File: src/rtl/que_pkg.sv
// Shared types and constants for the nibble queue blocks.
package que_pkg;

    localparam int QUE_NIB_W = 4;
    localparam int QUE_LANES = 4;
    localparam int QUE_CNT_W = $clog2(QUE_LANES) + 1;

    typedef logic [QUE_NIB_W-1:0] que_nib_t;

    typedef enum logic {
        PACK_FILL,
        PACK_HOLD
    } que_pack_state_e;

endpackage

File: src/rtl/que_nibble_packer.sv
// Packs LANES nibbles (oldest in the LSB lane) into one word with a lane count; flush closes a partial word.
// Optional QUE_PACK_PARITY_EN adds out_par, the XOR of out_data, registered with it.
module que_nibble_packer
    import que_pkg::*;
#(
    parameter int NIB_W = QUE_NIB_W,
    parameter int LANES = QUE_LANES
) (
    input  logic                       clk,
    input  logic                       rst_n,
    input  logic [NIB_W-1:0]           in_data,
    input  logic                       in_valid,
    output logic                       in_ready,
    input  logic                       flush,
    output logic [LANES*NIB_W-1:0]     out_data,
    output logic [$clog2(LANES):0]     out_count,
    output logic                       out_valid,
`ifdef QUE_PACK_PARITY_EN
    output logic                       out_par,
`endif
    input  logic                       out_ready
);

    localparam int CNT_W = $clog2(LANES) + 1;

    que_pack_state_e          state, state_nxt;
    logic [CNT_W-1:0]         fill, fill_nxt, fill_inc;
    logic [CNT_W-1:0]         cnt_q, cnt_nxt;
    logic [LANES*NIB_W-1:0]   data_q, data_nxt;
    logic                     accept, drain;

    assign accept = in_valid & in_ready;
    assign drain  = out_valid & out_ready;

    always_comb begin
        state_nxt = state;
        fill_nxt  = fill;
        cnt_nxt   = cnt_q;
        data_nxt  = data_q;
        fill_inc  = fill + CNT_W'(accept);
        case (state)
            PACK_FILL: begin
                if (accept) begin
                    for (int i = 0; i < LANES; i++) begin
                        if (fill == CNT_W'(i)) data_nxt[i*NIB_W +: NIB_W] = in_data;
                    end
                end
                fill_nxt = fill_inc;
                // A flush only closes a word that would hold at least one entry.
                if (fill_inc == CNT_W'(LANES) || (flush && fill_inc != '0)) begin
                    state_nxt = PACK_HOLD;
                    cnt_nxt   = fill_inc;
                end
            end
            PACK_HOLD: begin
                if (drain) begin
                    state_nxt = PACK_FILL;
                    fill_nxt  = '0;
                    cnt_nxt   = '0;
                    data_nxt  = '0;
                end
            end
            default: state_nxt = PACK_FILL;
        endcase
    end

    always_ff @(posedge clk or negedge rst_n) begin
        if (!rst_n) begin
            state     <= PACK_FILL;
            fill      <= '0;
            cnt_q     <= '0;
            data_q    <= '0;
            in_ready  <= 1'b0;
            out_valid <= 1'b0;
        end else begin
            state     <= state_nxt;
            fill      <= fill_nxt;
            cnt_q     <= cnt_nxt;
            data_q    <= data_nxt;
            // Handshake flags are registered copies of the next state.
            in_ready  <= (state_nxt == PACK_FILL);
            out_valid <= (state_nxt == PACK_HOLD);
        end
    end

`ifdef QUE_PACK_PARITY_EN
    always_ff @(posedge clk or negedge rst_n) begin
        if (!rst_n) out_par <= 1'b0;
        else        out_par <= ^data_nxt;
    end
`endif

    assign out_data  = data_q;
    assign out_count = cnt_q;

endmodule

File: config.mk
export PLATFORM = sky130hd
export DESIGN_NAME = que_nibble_packer
export DESIGN_NICKNAME = d
export VERILOG_FILES = /design/src/rtl/que_pkg.sv /design/src/rtl/que_nibble_packer.sv
export SDC_FILE = /design/constraint.sdc
export NUM_CORES = 1
export LEC_CHECK = 0
export CORE_MARGIN = 1.5
export CORE_UTILIZATION = 52
export CTS_CLUSTER_SIZE = 40
export DETAILED_ROUTE_END_ITERATION = 7
export PLACE_DENSITY = 0.84
export SKIP_CTS_REPAIR_TIMING = 1
export SKIP_LAST_GASP = 1
export SYNTH_ARGS = -nofsm -noshare
export SYNTH_HDL_FRONTEND = slang
export SYNTH_SLANG_ARGS = --single-unit
export TNS_END_PERCENT = 5
File: constraint.sdc
create_clock -name clk -period 3.3 [get_ports clk]
set_input_delay 0.33 -clock clk [delete_from_list [all_inputs] [get_ports clk]]
set_output_delay 0.33 -clock clk [all_outputs]
set_load 0.05 [all_outputs]
==> results_dict.tcl, run 1 <==
set metrics [dict create \
    outcome "complete, no violations" \
    synth_edf_count 0 \
    routedWlPerCell_um 15.06 \
    timing.setup.tns_ns 0 \
    cts_inserted_buffers 3 \
    cts.sinks 24 \
    drcViolationCount 0 \
    fp.coreArea_um2 2212 \
    setup_viol 0 \
    dr_total_vias 956 \
    fin_worst_skew_ns 0.004501 \
    grtUsageTotal_pct 22.31 \
    dp_hpwl_mm 1.811 \
    grt_pass1_vias 959 \
    syn2layout_area_growth_pct 27.52 \
    grt_max_degree 28 \
    antenna_found_initial 0 \
    dr.pass1.iters 4 \
    pwr-share-seq_pct 29.2 \
    mostFrequentLayoutCell "clkdlybuf4s50_1" \
    period_minus_slack_ns 2.001 \
    rsz0062_at_grt "no" \
    io_pins 30 \
    ant_nets 0 \
    p_per_area_nw_per_um2 1094 \
    routed_via_density 5.591 \
    internal-power_mw 0.8593 \
    startpoint_type "primary input" \
    clock_latency_ns 0.32 \
    drt_wl_total_mm 2.576 \
    max_freq_mhz 499.6 \
    arrival_ns 2.27 \
    start_util_pct 55.09 \
    crit_type "in -> reg" \
    final_nets 155 \
    max_slew_margin_pct 29.07 \
    synth_nets 125 \
    ir_drop_mv 0.8663 \
    hold_class "reg -> reg" \
    critPathMaxFanout 5 \
    io_buffers 29 \
    num_rows 17 \
    p_sw_mw 0.8414 \
    clkTransAtPathRegs_ns 0.13 \
    slew_viol_final 0 \
    synth_warnings 0 \
    gp_congestion 0.7303 \
    syn_area_um2 1219 \
    die-area_um2 2643 \
    yosysSeqAreaShare_pct 49.28 \
    mostFrequentLayoutCells "clkdlybuf4s50_1 (29), dfrtp_1 (24), inv_1 (16)" \
    yosys_most_used_dff "dfrtp_1" \
    combPwrFrac_pct 61.6 \
    cap_violations 0 \
    ys_async_sr_fraction_pct 100.0 \
    n_antenna_cell 0 \
    cts_max_level 1 \
    cts_buffer_depth 2 \
    p_sw_share_pct 49.47 \
    finalCritPeriodShare_pct 60.65 \
    initialDrtViolationCount 23 \
    leakagePower_nw 0.7898 \
    gr-total-overflow 0 \
    synth_seq_cells 24 \
    tightest_slew_ns 1.061 \
    final_core_util_pct 70.25 \
    end_kind "flip-flop" \
    synthCells 114 \
    grt_pass1_wl_mm 4.416 \
    dieHeight_um 51.41 \
    drive_above_1_share_pct 10.49 \
    synth.avg_cell_area_um2 10.69 \
    cts_tree "built" \
    clockPowerShare_pct 9.2 \
    synth.distinct_cells 30 \
    hold_violations 0 \
    die_x_um 51.41 \
    cts_root_buf "clkbuf_4" \
    required_ns 3.56 \
]
==> routing by layer <==
| metal | vias up | track usage (%) | part of all wire [%] |
|---|---|---|---|
| li1 | 458 | - | - |
| met4 | 0 | 9.649 | 2.2 |
| met5 | - | 0 | 0 |
| met1 | 450 | 30.67 | 44 |
| met2 | 41 | 34.19 | 48 |
| met3 | 7 | 4.386 | 6.3 |
==> synth_stat cells (all sizes together) (2+ instances only) <==
cell,instances,area (um^2)
dfrtp,24,600.6
inv,16,60.06
nand2,10,45.04
a221oi,9,85.08
a21o,8,60.06
and2,5,33.78
nor2,5,18.77
o21ai,5,25.02
mux2,4,45.04
mux2i,4,40.04
clkbuf,3,11.26
nor2b,3,18.77
a22o,2,17.52
buf,2,22.52
ha,2,25.02
==> power by group through the flow <==
stage	Combinational, mW	Clock [mW]	Sequential [mW]
after floorplan	0.405	0	0.850
after global placement	1.03	0	0.500
after detailed placement	1.04	0	0.505
after CTS	1.05	0.162	0.499
after global routing	1.12	0.169	0.515
final	1.05	0.156	0.496
==> worst max-delay path, cell delays in order <==
cell,delay [ns]
clkdlybuf4s50_1,0.45
and2_1,0.18
ha_1,0.18
ha_1,0.34
or2_2,0.35
a221oi_2,0.27
a22o_1,0.17
==> sequential cells by signal, indices dropped and copies added, names as in the netlist <==
| register | flops |
|---|---|
| fill | 3 |
| out_count | 3 |
| in_ready | 1 |
| out_data | 16 |
| state | 1 |
==> cell families after synthesis <==
group | synth area share, %
adders and majority gates | 2.053
buffers and inverters | 7.700
AOI/OAI and AO/OA | 19.40
and+or+nand+nor | 13.86
DFF | 49.28
xor gates and xnor gates | 0.7188
muxes | 6.981
==> per-stage QoR <==
stage	hold slack [ns]	total power [mW]	cells	area (um^2)	setup slack [ns]
after global placement	0.4910	1.528	167	1518	1.070
after global routing	0.5470	1.799	171	1554	1.220
after CTS	0.5270	1.711	171	1554	1.319
after floorplan	0.03441	1.255	114	1219	1.245
after detailed placement	0.4886	1.549	167	1518	0.9911
final	0.5216	1.701	171	1554	1.299
==> worst paths after layout <==
kind / start / endpoint / slack, ns / cells past startpoint
worst max-delay path: in_valid / out_count[1] / 1.30 / 7
worst min-delay path: out_count[0] / out_count[0] / 0.52 / 1
worst max register to register: in_ready / out_count[1] / 1.34 / 6
worst min register to register: out_count[0] / out_count[0] / 0.52 / 1
max in group asynchronous: rst_n / out_count[2] / 2.10 / 1
min in group asynchronous: rst_n / out_data[4] / 0.57 / 1
==> cell type report <==
cell class | instances | area [um^2]
Clock buffer | 4 | 36.28
Tap cell | 28 | 35.03
Fill cell | 181 | 658.1
Multi-Input combinational cell | 69 | 524.3
Inverter | 16 | 60.06
Sequential cell | 24 | 600.6
Timing Repair Buffer | 30 | 297.8
No activity file was read; power rests on OpenSTA's default activity.
==> run 2, diff against run 1 <==
CORE_UTILIZATION = 48   (was 52)
PLACE_DENSITY = 0.78   (was 0.84)
clock period = 2.1 ns   (was 3.3 ns; I/O delays follow)
==> run 2 against run 1 <==
Effect of this change:
- power rose by 59%
- critical endpoint unchanged
- routed wire length fell by 4.0%
- combinational power rose by 59%
- critical path depth fell by 1
- clock skew rose by 0.0040 ns
- critical path type is now reg -> reg
- sequential share of layout area fell by 1.1 points
- count of clock-buffer cells in the layout did not move
- core utilization fell by 4.5 points
- worst hold slack got worse by 0.28 ns
- sequential power rose by 61%
- final area rose by 2.9%
==> results_dict.tcl, run 2 (same netlist as run 1, synthesis figures left out) <==
set metrics [dict create \
    largest_reg_flops 16 \
    finalNonFillerCells 179 \
    hold_violations 0 \
    p_per_area_nw_per_um2 1693 \
    cts_buffer_depth 2 \
    final_core_util_pct 65.74 \
    r2r_end "out_count[1]" \
    die-area_um2 2850 \
    timing.setup.tns_ns 0 \
    mostFrequentLayoutCell "clkdlybuf4s50_1" \
    grtUsageTotal_pct 20.72 \
    pre_cts_slack_ns -0.03889 \
    dieHeight_um 53.39 \
    cts.sinks 24 \
    ir_drop_mv 1.069 \
    grt_max_degree 25 \
    max_freq_mhz 532.1 \
    dp_hpwl_mm 1.838 \
    clkTransAtPathRegs_ns 0.13 \
    num_rows 18 \
    max_slew_margin_pct 66.16 \
    mostFrequentLayoutCells "clkdlybuf4s50_1 (28), dfrtp_1 (24), inv_1 (16)" \
    cts_max_level 1 \
    dr_total_vias 963 \
    hold_class "in -> async" \
    finalCritPeriodShare_pct 89.49 \
    leakagePower_nw 0.8208 \
    fin_ws_ns 0.2206 \
    fp.coreArea_um2 2432 \
    dr.pass1.iters 4 \
    io_buffers 29 \
    worst-r2r-cell-count 6 \
    crit_type "reg -> reg" \
    cts_tree "built" \
    start_util_pct 50.10 \
    n_antenna_cell 0 \
    period_minus_slack_ns 1.879 \
    cts_inserted_buffers 3 \
    gp_congestion 0.7469 \
    slew_viol_final 0 \
    rsz0062_at_grt "no" \
    arrival_ns 2.12 \
    r2r_start "in_ready" \
    startpoint_type "flip-flop" \
    reg2reg_slack_ns 0.22 \
    drt_wl_total_mm 2.472 \
    fin_worst_skew_ns 0.008516 \
    cap_violations 0 \
    syn2layout_area_growth_pct 31.21 \
    ant_nets 0 \
    initialDrtViolationCount 20 \
    die_x_um 53.39 \
    routedWlPerCell_um 13.81 \
    gr-total-overflow 0 \
    end_kind "flip-flop" \
    outcome "complete, no violations" \
    io_pins 30 \
    grt_pass1_wl_mm 4.243 \
    place_area_um2 1563 \
    dp_cells 175 \
    critPathMaxFanout 4 \
    routed_via_density 5.380 \
    grt_pass1_vias 948 \
    drive_above_1_share_pct 14.77 \
    required_ns 2.34 \
    design_area_um2 1599 \
    antenna_found_initial 0 \
    cts_root_buf "clkbuf_4" \
    clock_latency_ns 0.30 \
    tightest_slew_ns 0.5061 \
    drcViolationCount 0 \
    final_nets 161 \
    setup_viol 0 \
]
==> run 2: worst max-delay path by stage <==
stage,from,to,slack [ns],depth (start not counted)
after floorplan,in_ready,out_count[0],0.05,6
after global placement,in_valid,out_count[1],0.04,7
after detailed placement,in_valid,out_count[1],-0.04,7
after CTS,in_ready,out_count[1],0.22,6
after global routing,in_ready,state,0.12,6
final,in_ready,out_count[1],0.22,6
==> run 2: final cells by class <==
| cell class | count | area (um^2) |
|---|---|---|
| clock buffers | 4 | 36.28 |
| fillers | 210 | 833.3 |
| inverters | 16 | 60.06 |
| multi-input cells | 69 | 524.3 |
| flip-flops and latches | 24 | 600.6 |
| well taps | 30 | 37.54 |
| repair buffers | 36 | 340.3 |
==> run 2: routing by layer <==
metal  GRT usage (%)  part of all wire (%)
met4           6.410                  0.61
met5               0                     0
met3           3.107                   4.7
met2           33.33                    49
met1           28.44                    46
==> run 2: through the flow <==
stage / power, mW / hold WS [ns]
2_1_floorplan: 1.971 / -0.08559
3_3_place_gp: 2.452 / 0.4911
3_5_place_dp: 2.483 / 0.4972
4_1_cts: 2.727 / 0.2460
5_1_grt: 2.894 / 0.2861
6_report: 2.707 / 0.2455
==> run 2: critical path, cell delays in order, from the launching register on <==
cell,delay [ns]
dfrtp_1,0.42
and2_1,0.14
ha_1,0.17
ha_1,0.29
or2_2,0.34
a221oi_2,0.29
a22o_1,0.18
==> run 2: power breakdown <==
part           internal, mW  switching [mW]
combinational         0.640            1.03
sequential            0.649           0.152
clock                 0.106           0.129
